==> src/rtl/fetch_pkg.sv <==
// Shared types and constants for the instruction-fetch prefetch unit.
package fetch_pkg;

  localparam logic [31:0] NOP_INSTR            = 32'h0000_0000;
  localparam logic [31:0] DEFAULT_RESET_VECTOR = 32'h0000_0000;

  typedef enum logic [1:0] {
    ST_IDLE = 2'd0,
    ST_WAIT = 2'd1,
    ST_KILL = 2'd2
  } fetch_state_e;

  typedef struct packed {
    logic [31:0] pc;
    logic [31:0] instr;
  } pf_entry_t;

  function automatic logic [31:0] align_pc(input logic [31:0] a);
    return a & ~32'h0000_0003;
  endfunction

endpackage

==> src/rtl/fetch_prefetch_unit_if.sv <==
// Instruction-memory request/response bus between the fetch unit and memory.
interface fetch_prefetch_unit_if;

  logic        IMemReq;
  logic [31:0] IMemAddr;
  logic        IMemReady;
  logic        IMemRValid;
  logic [31:0] IMemRData;

  modport master (
    output IMemReq,
    output IMemAddr,
    input  IMemReady,
    input  IMemRValid,
    input  IMemRData
  );

  modport slave (
    input  IMemReq,
    input  IMemAddr,
    output IMemReady,
    output IMemRValid,
    output IMemRData
  );

endinterface

==> src/rtl/fetch_pf_fifo.sv <==
// Small synchronous FIFO of {pc, instr} entries; flush empties it in one cycle.
module fetch_pf_fifo
  import fetch_pkg::*;
#(
  parameter  int PF_DEPTH = 2,
  localparam int AW       = $clog2(PF_DEPTH),
  localparam int CW       = $clog2(PF_DEPTH + 1)
) (
  input  logic          CLK,
  input  logic          RST,
  input  logic          push,
  input  pf_entry_t     wdata,
  input  logic          pop,
  input  logic          flush,
  output logic [CW-1:0] count,
  output pf_entry_t     head
);

  pf_entry_t      mem [PF_DEPTH];
  logic [AW-1:0]  wr_ptr;
  logic [AW-1:0]  rd_ptr;

  always_ff @(posedge CLK) begin
    if (push && !flush) begin
      mem[wr_ptr] <= wdata;
    end
  end

  // Pointers wrap naturally because the depth is a power of two.
  always_ff @(posedge CLK or posedge RST) begin
    if (RST) begin
      wr_ptr <= '0;
      rd_ptr <= '0;
      count  <= '0;
    end else if (flush) begin
      wr_ptr <= '0;
      rd_ptr <= '0;
      count  <= '0;
    end else begin
      if (push) wr_ptr <= wr_ptr + AW'(1);
      if (pop)  rd_ptr <= rd_ptr + AW'(1);
      case ({push, pop})
        2'b10:   count <= count + CW'(1);
        2'b01:   count <= count - CW'(1);
        default: count <= count;
      endcase
    end
  end

  assign head = mem[rd_ptr];

endmodule

==> src/rtl/fetch_prefetch_unit.sv <==
// IF-stage producer: owns the PC, issues one outstanding imem request, buffers responses.
module fetch_prefetch_unit
  import fetch_pkg::*;
#(
  parameter logic [31:0] RESET_VECTOR = DEFAULT_RESET_VECTOR,
  parameter int          PF_DEPTH     = 2
) (
  input  logic                         CLK,
  input  logic                         RST,
  input  logic                         StallF,
  input  logic                         RedirectF,
  input  logic [31:0]                  RedirectPC,
  fetch_prefetch_unit_if.master        imem,
  output logic [31:0]                  InstrF,
  output logic [31:0]                  PCPlus4F,
  output logic                         ValidF
);

  localparam int CW = $clog2(PF_DEPTH + 1);
  localparam int OW = CW + 1;

  fetch_state_e  state_q;
  logic [31:0]   pc_q;
  logic [31:0]   tag_q;

  logic [CW-1:0] count;
  pf_entry_t     head;
  pf_entry_t     wentry;

  logic          outst;
  logic          pop;
  logic          push;
  logic          req;
  logic          accept;
  logic [OW-1:0] occ;

  // Credit check counts the in-flight request so a response always has a free slot.
  always_comb begin
    outst  = (state_q != ST_IDLE);
    ValidF = (count != '0);
    pop    = ValidF && !StallF && !RedirectF;
    occ    = {1'b0, count} + OW'(outst) - OW'(pop);
    req    = !RST && !RedirectF
             && ((state_q == ST_IDLE) || imem.IMemRValid)
             && (occ < OW'(PF_DEPTH));
    accept = req && imem.IMemReady;
    push   = (state_q == ST_WAIT) && imem.IMemRValid && !RedirectF;
    wentry = '{pc: tag_q, instr: imem.IMemRData};
  end

  assign imem.IMemReq  = req;
  assign imem.IMemAddr = pc_q;

  always_ff @(posedge CLK or posedge RST) begin
    if (RST) begin
      state_q <= ST_IDLE;
      pc_q    <= RESET_VECTOR;
    end else if (RedirectF) begin
      pc_q    <= align_pc(RedirectPC);
      state_q <= (outst && !imem.IMemRValid) ? ST_KILL : ST_IDLE;
    end else begin
      if (accept) pc_q <= pc_q + 32'd4;
      case (state_q)
        ST_IDLE: if (accept) state_q <= ST_WAIT;
        ST_WAIT,
        ST_KILL: if (imem.IMemRValid) state_q <= accept ? ST_WAIT : ST_IDLE;
        default: state_q <= ST_IDLE;
      endcase
    end
  end

  // Address of the outstanding request, attached to its response on push.
  always_ff @(posedge CLK) begin
    if (accept) tag_q <= pc_q;
  end

  fetch_pf_fifo #(
    .PF_DEPTH (PF_DEPTH)
  ) u_fifo (
    .CLK   (CLK),
    .RST   (RST),
    .push  (push),
    .wdata (wentry),
    .pop   (pop),
    .flush (RedirectF),
    .count (count),
    .head  (head)
  );

  assign InstrF   = ValidF ? head.instr         : NOP_INSTR;
  assign PCPlus4F = ValidF ? head.pc + 32'd4    : 32'h0000_0000;

endmodule

==> src/flat_wrapper.sv <==
// flat-port wrapper written by rule: the top's interface ports become plain ports
module fetch_prefetch_unit_flat import fetch_pkg::*;
#(
  parameter logic [31:0] RESET_VECTOR = DEFAULT_RESET_VECTOR,
  parameter int          PF_DEPTH     = 2
)
  (CLK, RST, StallF, RedirectF, RedirectPC, InstrF, PCPlus4F, ValidF, imem_IMemReq, imem_IMemAddr, imem_IMemReady, imem_IMemRValid, imem_IMemRData);
  fetch_prefetch_unit_if imem_i ();
  input  logic CLK;
  input  logic RST;
  input  logic StallF;
  input  logic RedirectF;
  input  logic [31:0] RedirectPC;
  output logic [31:0] InstrF;
  output logic [31:0] PCPlus4F;
  output logic ValidF;
  output wire logic [$bits(imem_i.IMemReq)-1:0] imem_IMemReq;
  output wire logic [$bits(imem_i.IMemAddr)-1:0] imem_IMemAddr;
  input wire logic [$bits(imem_i.IMemReady)-1:0] imem_IMemReady;
  input wire logic [$bits(imem_i.IMemRValid)-1:0] imem_IMemRValid;
  input wire logic [$bits(imem_i.IMemRData)-1:0] imem_IMemRData;
  assign imem_IMemReq = imem_i.IMemReq;
  assign imem_IMemAddr = imem_i.IMemAddr;
  assign imem_i.IMemReady = imem_IMemReady;
  assign imem_i.IMemRValid = imem_IMemRValid;
  assign imem_i.IMemRData = imem_IMemRData;
  fetch_prefetch_unit #(.RESET_VECTOR(RESET_VECTOR), .PF_DEPTH(PF_DEPTH)) u_core (.CLK(CLK), .RST(RST), .StallF(StallF), .RedirectF(RedirectF), .RedirectPC(RedirectPC), .imem(imem_i), .InstrF(InstrF), .PCPlus4F(PCPlus4F), .ValidF(ValidF));
endmodule
==> config.mk <==
export PLATFORM = sky130hd
export DESIGN_NAME = fetch_prefetch_unit_flat
export DESIGN_NICKNAME = d
export VERILOG_FILES = /design/src/rtl/fetch_pkg.sv /design/src/rtl/fetch_prefetch_unit_if.sv /design/src/rtl/fetch_pf_fifo.sv /design/src/rtl/fetch_prefetch_unit.sv /design/src/flat_wrapper.sv
export SDC_FILE = /design/constraint.sdc
export NUM_CORES = 1
export LEC_CHECK = 0
export CORE_MARGIN = 1
export CORE_UTILIZATION = 56
export CTS_CLUSTER_DIAMETER = 30
export DETAILED_ROUTE_END_ITERATION = 16
export PLACE_DENSITY = 0.85
export SLEW_MARGIN = 20
export SYNTH_ARGS = -nofsm -noshare
export SYNTH_HDL_FRONTEND = slang
export SYNTH_SLANG_ARGS = --single-unit
==> constraint.sdc <==
create_clock -name CLK -period 17.6 [get_ports CLK]
set_input_delay 3.52 -clock CLK [delete_from_list [all_inputs] [get_ports CLK]]
set_output_delay 3.52 -clock CLK [all_outputs]
set_load 0.02 [all_outputs]
Yosys cells after proc, flatten, opt, wreduce, memory -nomap -nowiden
Memory sizes are Yosys's and may differ from the RTL's.
Cells that the tools add are included.
{"block": "classes", "n_reduce_logical": 24, "muxes": 18, "order_cmp": 1, "eq_ne": 6, "add_sub_neg": 8}
{"op": "32-bit two-way mux", "n": 4}
{"op": "32-bit by 3-bit adder with 32-bit output, second input constant", "n": 2}
{"op": "1-bit logical AND", "n": 10}
{"op": "2-bit two-way mux", "n": 5}
{"op": "2-bit nonzero test", "n": 5}
{"op": "2-bit one-hot mux with 2 select lines", "n": 2}
{"op": "1-bit two-way mux", "n": 7}
{"op": "2-bit by 1-bit equality test with 1-bit output, second input constant", "n": 2}
{"op": "2-bit equality test, second input constant", "n": 2}
{"op": "1-bit zero test", "n": 4}
{"op": "2-bit by 1-bit adder with 3-bit output", "n": 1}
{"op": "3-bit by 2-bit less-than comparator with 1-bit output, second input constant", "n": 1}
{"op": "3-bit by 2-bit != test with 1-bit output, second input constant", "n": 1}
{"op": "3-bit != test, second input constant", "n": 1}
{"op": "3-bit nonzero test", "n": 1}
{"op": "3-bit by 1-bit subtractor with 3-bit output", "n": 1}
{"op": "1-bit adder, second input constant", "n": 2}
{"op": "2-bit by 1-bit adder with 2-bit output, second input constant", "n": 1}
{"op": "2-bit zero test", "n": 1}
{"op": "2-bit AND reduction", "n": 1}
{"op": "2-bit OR reduction", "n": 1}
{"op": "2-bit by 1-bit subtractor with 2-bit output, second input constant", "n": 1}
{"op": "1-bit logical OR", "n": 1}
{"block": "totals", "elab_cells": 64, "out_inout_bits": 98, "ff_bits": 70, "ramBits": 128, "memories": 1}
{"name": "u_core.u_fifo.mem", "depth": 2, "word_bits": 64, "read_ports": 1, "rd_clocked_by_memory_dff": 0, "wr": 1, "line": "fetch_pf_fifo.sv:19", "source": "pf_entry_t mem [PF_DEPTH];"}

Longest topological paths before layout
Gate-level depths: netlist (run 1).
{"block": "depth", "word_depth": 11, "mapped_depth": 13, "ltp_nobuf": 11}

By module
A second synthesis (run 1) with hierarchy kept.
{"block": "unflattened", "hier_cells": 692, "hier_area_um2": 9258.9}
{"module": "fetch_pf_fifo", "cells_each": 219, "instances": 1, "area_per_inst_um2": 5032.3, "seq_area_each_um2": 3943.8}
{"module": "fetch_prefetch_unit", "cells_each": 473, "instances": 1, "area_per_inst_um2": 4226.6, "seq_area_each_um2": 1701.6}

Worst setup path before layout (run 1)
Ideal clock, no wire load.
{"block": "synth_path", "kind": "input -> output", "start": "input RedirectF", "end": "output imem_IMemReq", "arrival_time_ns": 5.852, "path_slack_ns": 8.228, "t_required_ns": 14.080, "stages": 8, "path_cell_list": "clkbuf_1 > buf_1 > nor3_1 > ha_1 > nand2b_1 > fa_1 > or3b_1 > nor3_1"}
{"block": "synth_between", "elab_chain_len": 5, "word_cells_on_any_way": 7, "classes_between": "add/sub: 1; order compare: 1; reduce/logical: 5"}
{"item": "from (decl)", "line": "flat_wrapper.sv:12", "source": "input logic RedirectF;"}
{"item": "1-bit zero test (*)", "line": "fetch_prefetch_unit.sv:41, fetch_prefetch_unit.sv:43"}
{"item": "1-bit logical AND", "line": "fetch_prefetch_unit.sv:41", "source": "pop = ValidF && !StallF && !RedirectF;"}
{"item": "3-bit by 1-bit subtractor with 3-bit output", "line": "fetch_prefetch_unit.sv:42", "source": "occ = {1'b0, count} + OW'(outst) - OW'(pop);"}
{"item": "3-bit by 2-bit less-than comparator with 1-bit output", "line": "fetch_prefetch_unit.sv:45", "source": "&& (occ < OW'(PF_DEPTH));"}
{"item": "1-bit logical AND (*)", "line": "fetch_prefetch_unit.sv:45"}
{"item": "to (decl)", "line": "flat_wrapper.sv:17", "source": "output wire logic [$bits(imem_i.IMemReq)-1:0] imem_IMemReq;"}
Every way passes the cells marked *; elsewhere a longest branch is shown, timed or not.

Final worst setup path (run 1)
{"block": "layout_path", "start": "input StallF", "end": "output imem_IMemReq"}
{"block": "layout_between", "elab_chain_len": 6}
{"item": "from (decl)", "line": "flat_wrapper.sv:11", "source": "input logic StallF;"}
{"item": "1-bit zero test", "line": "fetch_prefetch_unit.sv:41"}
{"item": "1-bit logical AND (2 in series)", "line": "fetch_prefetch_unit.sv:41"}
{"item": "3-bit by 1-bit subtractor with 3-bit output", "line": "fetch_prefetch_unit.sv:42"}
{"item": "3-bit by 2-bit less-than comparator with 1-bit output", "line": "fetch_prefetch_unit.sv:45"}
{"item": "1-bit logical AND", "line": "fetch_prefetch_unit.sv:45"}
No other way between the ends.

==> results.py, run 1 <==
metrics = {
    "synth": {
        "seq_area_frac_synth_pct": 62.6,
        "yosysWarningCount": 0,
        "synth_flop_cell": "edfxtp_1",
        "ys_ff_latch": 190,
        "syn-instance-count": 695,
        "synth_edf_count": 154,
        "synth.cell_area_sq_mm": 0.00883,
        "synth.distinct_cells": 67,
        "syn_area_per_cell_sq_um": 12.7,
        "synth-async-reset-ratio_pct": 18.9,
    },
    "detailed_routing": {
        "drtPass1Iterations": 6,
        "viasPerCell": 5.73,
        "drc": 0,
        "drt_iter0_markers": 484,
        "via_count": 6155,
        "routed_wl_microns": 18500,
        "ant_nets": 0,
        "wl_per_cell_microns": 17.2,
    },
    "critical_path": {
        "r2r-start": "u_core.state_q[0]",
        "cp.arrival_ns": 6.33,
        "crit_path_start_kind": "primary input",
        "ff2ff_setup_slack_ns": 13.32,
        "crit_path_max_fanout": 7,
        "worst_ep_required_time_ns": 14.08,
        "r2r_end": "u_core.imem.IMemAddr[23]",
        "reg2reg_depth": 11,
        "crit_path_end_kind": "output port",
        "crit_type": "in -> out",
    },
    "placed_design": {
        "placed_area_sq_mm": 0.0106,
        "dpl.hpwl_microns": 12400,
        "io_buffers": 161,
        "gp_routability_congestion": 0.909,
        "pre_cts_ws_ns": 7.78,
        "placed_cells": 1042,
    },
    "grt": {
        "grt_overflow_total": 0,
        "track_usage_pct": 23.1,
        "antenna_found_initial": 0,
        "grt_pass1_wl_microns": 29300,
        "grt_start_max_net_pins": 71,
        "grt_pass1_vias": 5976,
    },
    "cts": {
        "ctsHoldBuffers": 0,
        "clk_latency_ns": 0.43,
        "cts_buffers": 17,
        "cts_buffer_depth": 2,
        "cts.htree.levels": 4,
        "clock-sinks": 190,
        "clkTransAtPathRegs_ns": 0.08,
        "root_buffer": "clkbuf_16",
        "post-cts-setup-buffer-count": 0,
        "cts_tree": "yes",
        "cts_resized": 0,
    },
    "timing": {
        "finClkSkew_ns": 0.00751,
        "setup_slack_ns": 7.75,
        "achievable-frequency_mhz": 101,
        "fin_crit_ns": 9.85,
        "setup_viol": 0,
        "finalCritPeriodShare_pct": 56.0,
        "drv_slew": 0,
        "whs_ns": 0.445,
        "finalHoldViolCount": 0,
        "tightest_slew_ns": 0.826,
        "fin_tns_setup_ns": 0,
        "slew_headroom_pct": 45.0,
        "rsz0062_at_grt": "no",
    },
    "run_status": {
        "status": "finished clean",
    },
    "hold_path": {
        "min_to": "u_core.u_fifo.mem[1][46]",
        "min_from": "u_core.tag_q[14]",
        "hold_path_class": "reg -> reg",
        "min_path_cells": 0,
    },
    "power": {
        "ir_worst_vdd_uv": 69.1,
        "leakage_nw": 3.75,
        "power_density_mw_per_mm2": 87.5,
        "power_uw": 981,
    },
    "run": {
        "drv_cap": 0,
    },
    "die": {
        "die-width_microns": 128,
        "io_pins": 168,
        "die_area_sq_mm": 0.0163,
        "rows": 45,
        "core-area_sq_mm": 0.0153,
        "die_h_microns": 128,
        "start_util_pct": 57.7,
    },
    "finish": {
        "nets": 927,
        "finalCoreUtilization_pct": 73.2,
        "layout-drive-gt1-share_pct": 7.76,
        "stdcell_area_sq_mm": 0.0112,
        "areaGrowthSynthToFinish_pct": 26.9,
        "antenna_cells": 0,
        "final_cells": 1074,
        "fill_cells": 1014,
    },
}
-- layer usage --
metal | global-route usage, % | wire length (microns) | share of wire (%)
met5 | 0 | 0 | 0
met4 | 9.34 | 306 | 1.7
met3 | 4.02 | 1240 | 6.7
met2 | 36.6 | 8480 | 46
met1 | 31.9 | 8420 | 46
-- state kept, by name, summed over array words and instances (netlist names) --
| name | flops |
|---|---|
| u_core.imem.IMemAddr | 30 |
| u_core.u_fifo.rd_ptr | 1 |
| u_core.state_q | 2 |
| u_core.u_fifo.count | 2 |
| u_core.u_fifo.wr_ptr | 1 |
| u_core.u_fifo.mem | 124 |
| u_core.tag_q | 30 |
-- where the power goes --
| group | switching (mW) | internal [mW] |
|---|---|---|
| registers | 0.0168 | 0.499 |
| logic | 0.0422 | 0.0420 |
| clock network | 0.178 | 0.203 |
| total | 0.237 | 0.744 |
-- cell type report --
type,instances,area [sq um],share of cell area [%]
flip-flops and latches,190,5530,49.3
clock buffers,17,425,3.80
repair buffers,168,1660,14.8
clock inverters,15,180,1.61
inverters,10,38.8,0.346
well taps,211,264,2.36
multi-input cells,463,3110,27.8
-- critical path, cell delays in order --
cell,delay [ns]
clkdlybuf4s50_1,0.53
nor3_1,0.23
ha_1,0.25
nand2b_1,0.15
fa_1,0.49
or3b_1,0.38
nor3_1,0.16
clkdlybuf4s50_1,0.63
-- cells by family (layout without fill, tap and decap cells) --
| family | Yosys count | in the layout | synth area share (%) |
|---|---|---|---|
| XOR/XNOR | 25 | 25 | 2.48 |
| AO/OA/AOI/OAI | 100 | 100 | 7.81 |
| adder cells (fa/ha/maj) | 7 | 7 | 1.08 |
| flip-flops | 190 | 190 | 62.6 |
| buffers and inverters | 45 | 210 | 2.54 |
| multiplexers | 64 | 64 | 7.35 |
| AND/OR/NAND/NOR | 263 | 263 | 16.1 |
| other | 1 | 4 | 0.0425 |
-- layout by cell type, fill, tap and decap left out, drive strengths merged, types with 8 or more instances in the layout --
master | netlist | final
xnor2 | 14 | 14
nand3 | 35 | 35
edfxtp | 154 | 154
clkdlybuf4s50 | 0 | 160
clkinv | 2 | 10
nand3b | 8 | 8
o311ai | 11 | 11
nand4 | 23 | 23
nor2 | 71 | 71
inv | 8 | 14
nor2b | 8 | 8
xor2 | 11 | 11
clkbuf | 14 | 17
dfrtp | 36 | 36
nand2 | 58 | 58
o21ai | 30 | 30
nor3 | 13 | 13
mux2i | 57 | 57
buf | 21 | 8
a21oi | 16 | 16
-- synth_stat cells (4+ instances only) --
| cell type | number | share of area, % |
|---|---|---|
| nand4_2 | 4 | 0.57 |
| mux2_2 | 7 | 0.89 |
| o211ai_1 | 4 | 0.34 |
| nand4b_1 | 5 | 0.50 |
| o311ai_0 | 8 | 0.79 |
| inv_1 | 8 | 0.34 |
| nand2_1 | 58 | 2.5 |
| buf_2 | 13 | 0.74 |
| ha_1 | 6 | 0.85 |
| nand3_1 | 31 | 1.8 |
| nand3b_1 | 7 | 0.59 |
| and2_1 | 6 | 0.43 |
| edfxtp_1 | 154 | 52 |
| xnor2_1 | 14 | 1.4 |
| nor4_1 | 5 | 0.35 |
| o21ai_0 | 29 | 1.6 |
| nand2b_1 | 4 | 0.28 |
| nor2_1 | 71 | 3.0 |
| nor2b_1 | 8 | 0.57 |
| o31ai_1 | 4 | 0.34 |
| buf_4 | 4 | 0.34 |
| clkbuf_1 | 14 | 0.59 |
| a21oi_1 | 16 | 0.91 |
| a221o_1 | 5 | 0.57 |
| a22oi_1 | 7 | 0.59 |
| nor3b_1 | 7 | 0.59 |
| and3_1 | 4 | 0.28 |
| mux2i_1 | 57 | 6.5 |
| and4_1 | 4 | 0.40 |
| xor2_1 | 11 | 1.1 |
| nand3_2 | 4 | 0.45 |
| nor3_1 | 13 | 0.74 |
| nand4_1 | 18 | 1.3 |
| dfrtp_1 | 36 | 10 |
-- worst max path at each step --
stage | startpoint | to | cells after the start
global route | StallF | imem_IMemReq | 8
finish | StallF | imem_IMemReq | 8
floorplan | RedirectF | imem_IMemReq | 8
global placement | StallF | imem_IMemReq | 8
CTS | StallF | imem_IMemReq | 8
detailed placement | StallF | imem_IMemReq | 8
Power figures use the tool's default switching activity.
==> run 2: changes to the inputs <==
- CORE_UTILIZATION: 56 -> 52
- PLACE_DENSITY: 0.85 -> 0.8
- clock period: 17.6 -> 10.2 ns (I/O delays scaled with it)
==> run 2 against run 1 <==
Against the previous run: setup slack got worse by 4.5 ns; die area is 7.6% higher; final cell count up 0.84%; total power grew 71%; clock skew hardly changed; sequential cell count did not move; critical path type unchanged; sequential power is 72% higher; final area is 0.16% lower; clock power up 68%; wire length decreased by 0.97%; largest power group unchanged; hold slack improved by 0.0046 ns.
==> results.py, run 2 (synthesis results as in run 1) <==
metrics = {
    "run_status": {
        "status": "finished clean",
    },
    "timing": {
        "finalHoldViolCount": 0,
        "finalCritPeriodShare_pct": 68.1,
        "slew_headroom_pct": 45.8,
        "achievable-frequency_mhz": 144,
        "setup_slack_ns": 3.25,
        "tightest_slew_ns": 0.813,
        "setup_viol": 0,
        "rsz0062_at_grt": "no",
        "finClkSkew_ns": 0.00783,
        "fin_tns_setup_ns": 0,
        "drv_slew": 0,
        "fin_crit_ns": 6.95,
    },
    "critical_path": {
        "crit_path_start_kind": "primary input",
        "reg2reg_depth": 12,
        "cp.arrival_ns": 4.91,
        "crit_type": "in -> out",
        "crit_path_end_kind": "output port",
        "worst_ep_required_time_ns": 8.16,
        "crit_path_max_fanout": 7,
        "r2r-start": "u_core.u_fifo.count[1]",
        "setup.worst_path.start": "StallF",
        "critPathSlowestCell": "clkdlybuf4s50_1",
        "cp-endpoint": "imem_IMemReq",
        "ff2ff_setup_slack_ns": 5.37,
        "cp_slowest_stage_delay_ns": 0.64,
        "r2r_end": "u_core.imem.IMemAddr[23]",
        "crit_chain": "clkdlybuf4s50_1 > nor3_1 > ha_1 > nand2b_1 > fa_1 > or3b_1 > nor3_1 > clkdlybuf4s50_1",
    },
    "grt": {
        "grt_overflow_total": 0,
        "grt_pass1_wl_microns": 29900,
        "antenna_found_initial": 0,
        "track_usage_pct": 21.7,
        "grt_start_max_net_pins": 70,
        "grt_pass1_vias": 6050,
    },
    "finish": {
        "final_cells": 1083,
        "layout_commonest_cell": "clkdlybuf4s50_1",
        "nets": 927,
        "finalCoreUtilization_pct": 67.5,
        "stdcell_area_sq_mm": 0.0112,
        "layout-drive-gt1-share_pct": 7.53,
        "areaGrowthSynthToFinish_pct": 26.7,
        "antenna_cells": 0,
        "largest_register": "u_core.u_fifo.mem",
        "largest_reg_flops": 124,
        "final_cell_mix": "clkdlybuf4s50_1 (160), edfxtp_1 (154), nor2_1 (70)",
    },
    "cts": {
        "ctsHoldBuffers": 0,
        "clkTransAtPathRegs_ns": 0.07,
        "cts.htree.levels": 4,
        "clock-sinks": 190,
        "cts_resized": 0,
        "clk_latency_ns": 0.43,
        "post-cts-setup-buffer-count": 0,
        "root_buffer": "clkbuf_16",
        "cts_buffers": 17,
        "cts_tree": "yes",
        "cts_buffer_depth": 2,
    },
    "run": {
        "drv_cap": 0,
    },
    "placed_design": {
        "placed_cells": 1051,
        "pre_cts_ws_ns": 3.30,
        "placed_area_sq_mm": 0.0106,
        "gp_routability_congestion": 0.885,
        "io_buffers": 161,
        "dpl.hpwl_microns": 12700,
    },
    "detailed_routing": {
        "ant_nets": 0,
        "wl_per_cell_microns": 16.9,
        "routed_wl_microns": 18300,
        "via_count": 6199,
        "viasPerCell": 5.72,
        "drtPass1Iterations": 5,
        "drt_iter0_markers": 367,
        "drc": 0,
    },
    "die": {
        "die-width_microns": 132,
        "rows": 47,
        "core-area_sq_mm": 0.0166,
        "die_h_microns": 132,
        "io_pins": 168,
        "start_util_pct": 53.3,
        "die_area_sq_mm": 0.0175,
    },
    "hold_path": {
        "hold_path_class": "reg -> reg",
        "min_path_cells": 0,
    },
    "power": {
        "ir_worst_vdd_uv": 124,
        "leakage_nw": 3.73,
        "power_density_mw_per_mm2": 150,
    },
}
run 2: cell types whose count changed in the layout (fill, tap and decap cells not counted), sizes merged:
cell and change:
clkinv -5, clkinvlp +2, clkbuf +3
run 2: power breakdown:
group          internal (mW)  total, mW  switching, mW
Combinational         0.0726      0.145         0.0727
Sequential             0.861      0.890         0.0288
Clock                  0.351      0.639          0.288
Total                   1.29       1.67          0.389
run 2: worst min path at each step:
| stage | start | end | slack [ns] |
|---|---|---|---|
| global placement | u_core.tag_q[7] | u_core.u_fifo.mem[0][39] | 0.43 |
| global route | u_core.tag_q[24] | u_core.u_fifo.mem[1][56] | 0.46 |
| CTS | u_core.tag_q[24] | u_core.u_fifo.mem[1][56] | 0.45 |
| detailed placement | u_core.tag_q[22] | u_core.u_fifo.mem[0][54] | 0.44 |
| floorplan | u_core.tag_q[2] | u_core.u_fifo.mem[0][34] | 0.42 |
| finish | u_core.tag_q[22] | u_core.u_fifo.mem[0][54] | 0.45 |
run 2: cell type report:
cell class / count / area (sq um)
multi-input combinational: 463 / 3110
inverter: 10 / 38.8
fill: 1176 / 5390
sequential: 190 / 5530
clock buffer: 20 / 447
clock inverter: 12 / 130
timing repair buffer: 168 / 1660
tap: 220 / 275
run 2: routing by layer:
metal  wire length (microns)  GRT usage, %  share of wire, %  vias up
li1                        -             -                 -     2947
met1                    8270          30.0                45     2949
met2                    8510          34.2                47      273
met3                    1150          3.88               6.3       30
met4                     342          8.43               1.9        0
met5                       0             0                 0        -
run 2: critical path, delay by kind of cell:
kind	cells	cell delay (ns)
and+or+nand+nor	4	0.94
buffers and inverters	2	1.17
adders and majority gates	2	0.76
run 2: stage by stage:
stage | total power, mW | hold slack (ns)
3_5_place_dp | 1.05 | 0.435
2_1_floorplan | 0.972 | 0.421
3_3_place_gp | 1.04 | 0.426
4_1_cts | 1.69 | 0.449
6_report | 1.67 | 0.450
5_1_grt | 1.73 | 0.459
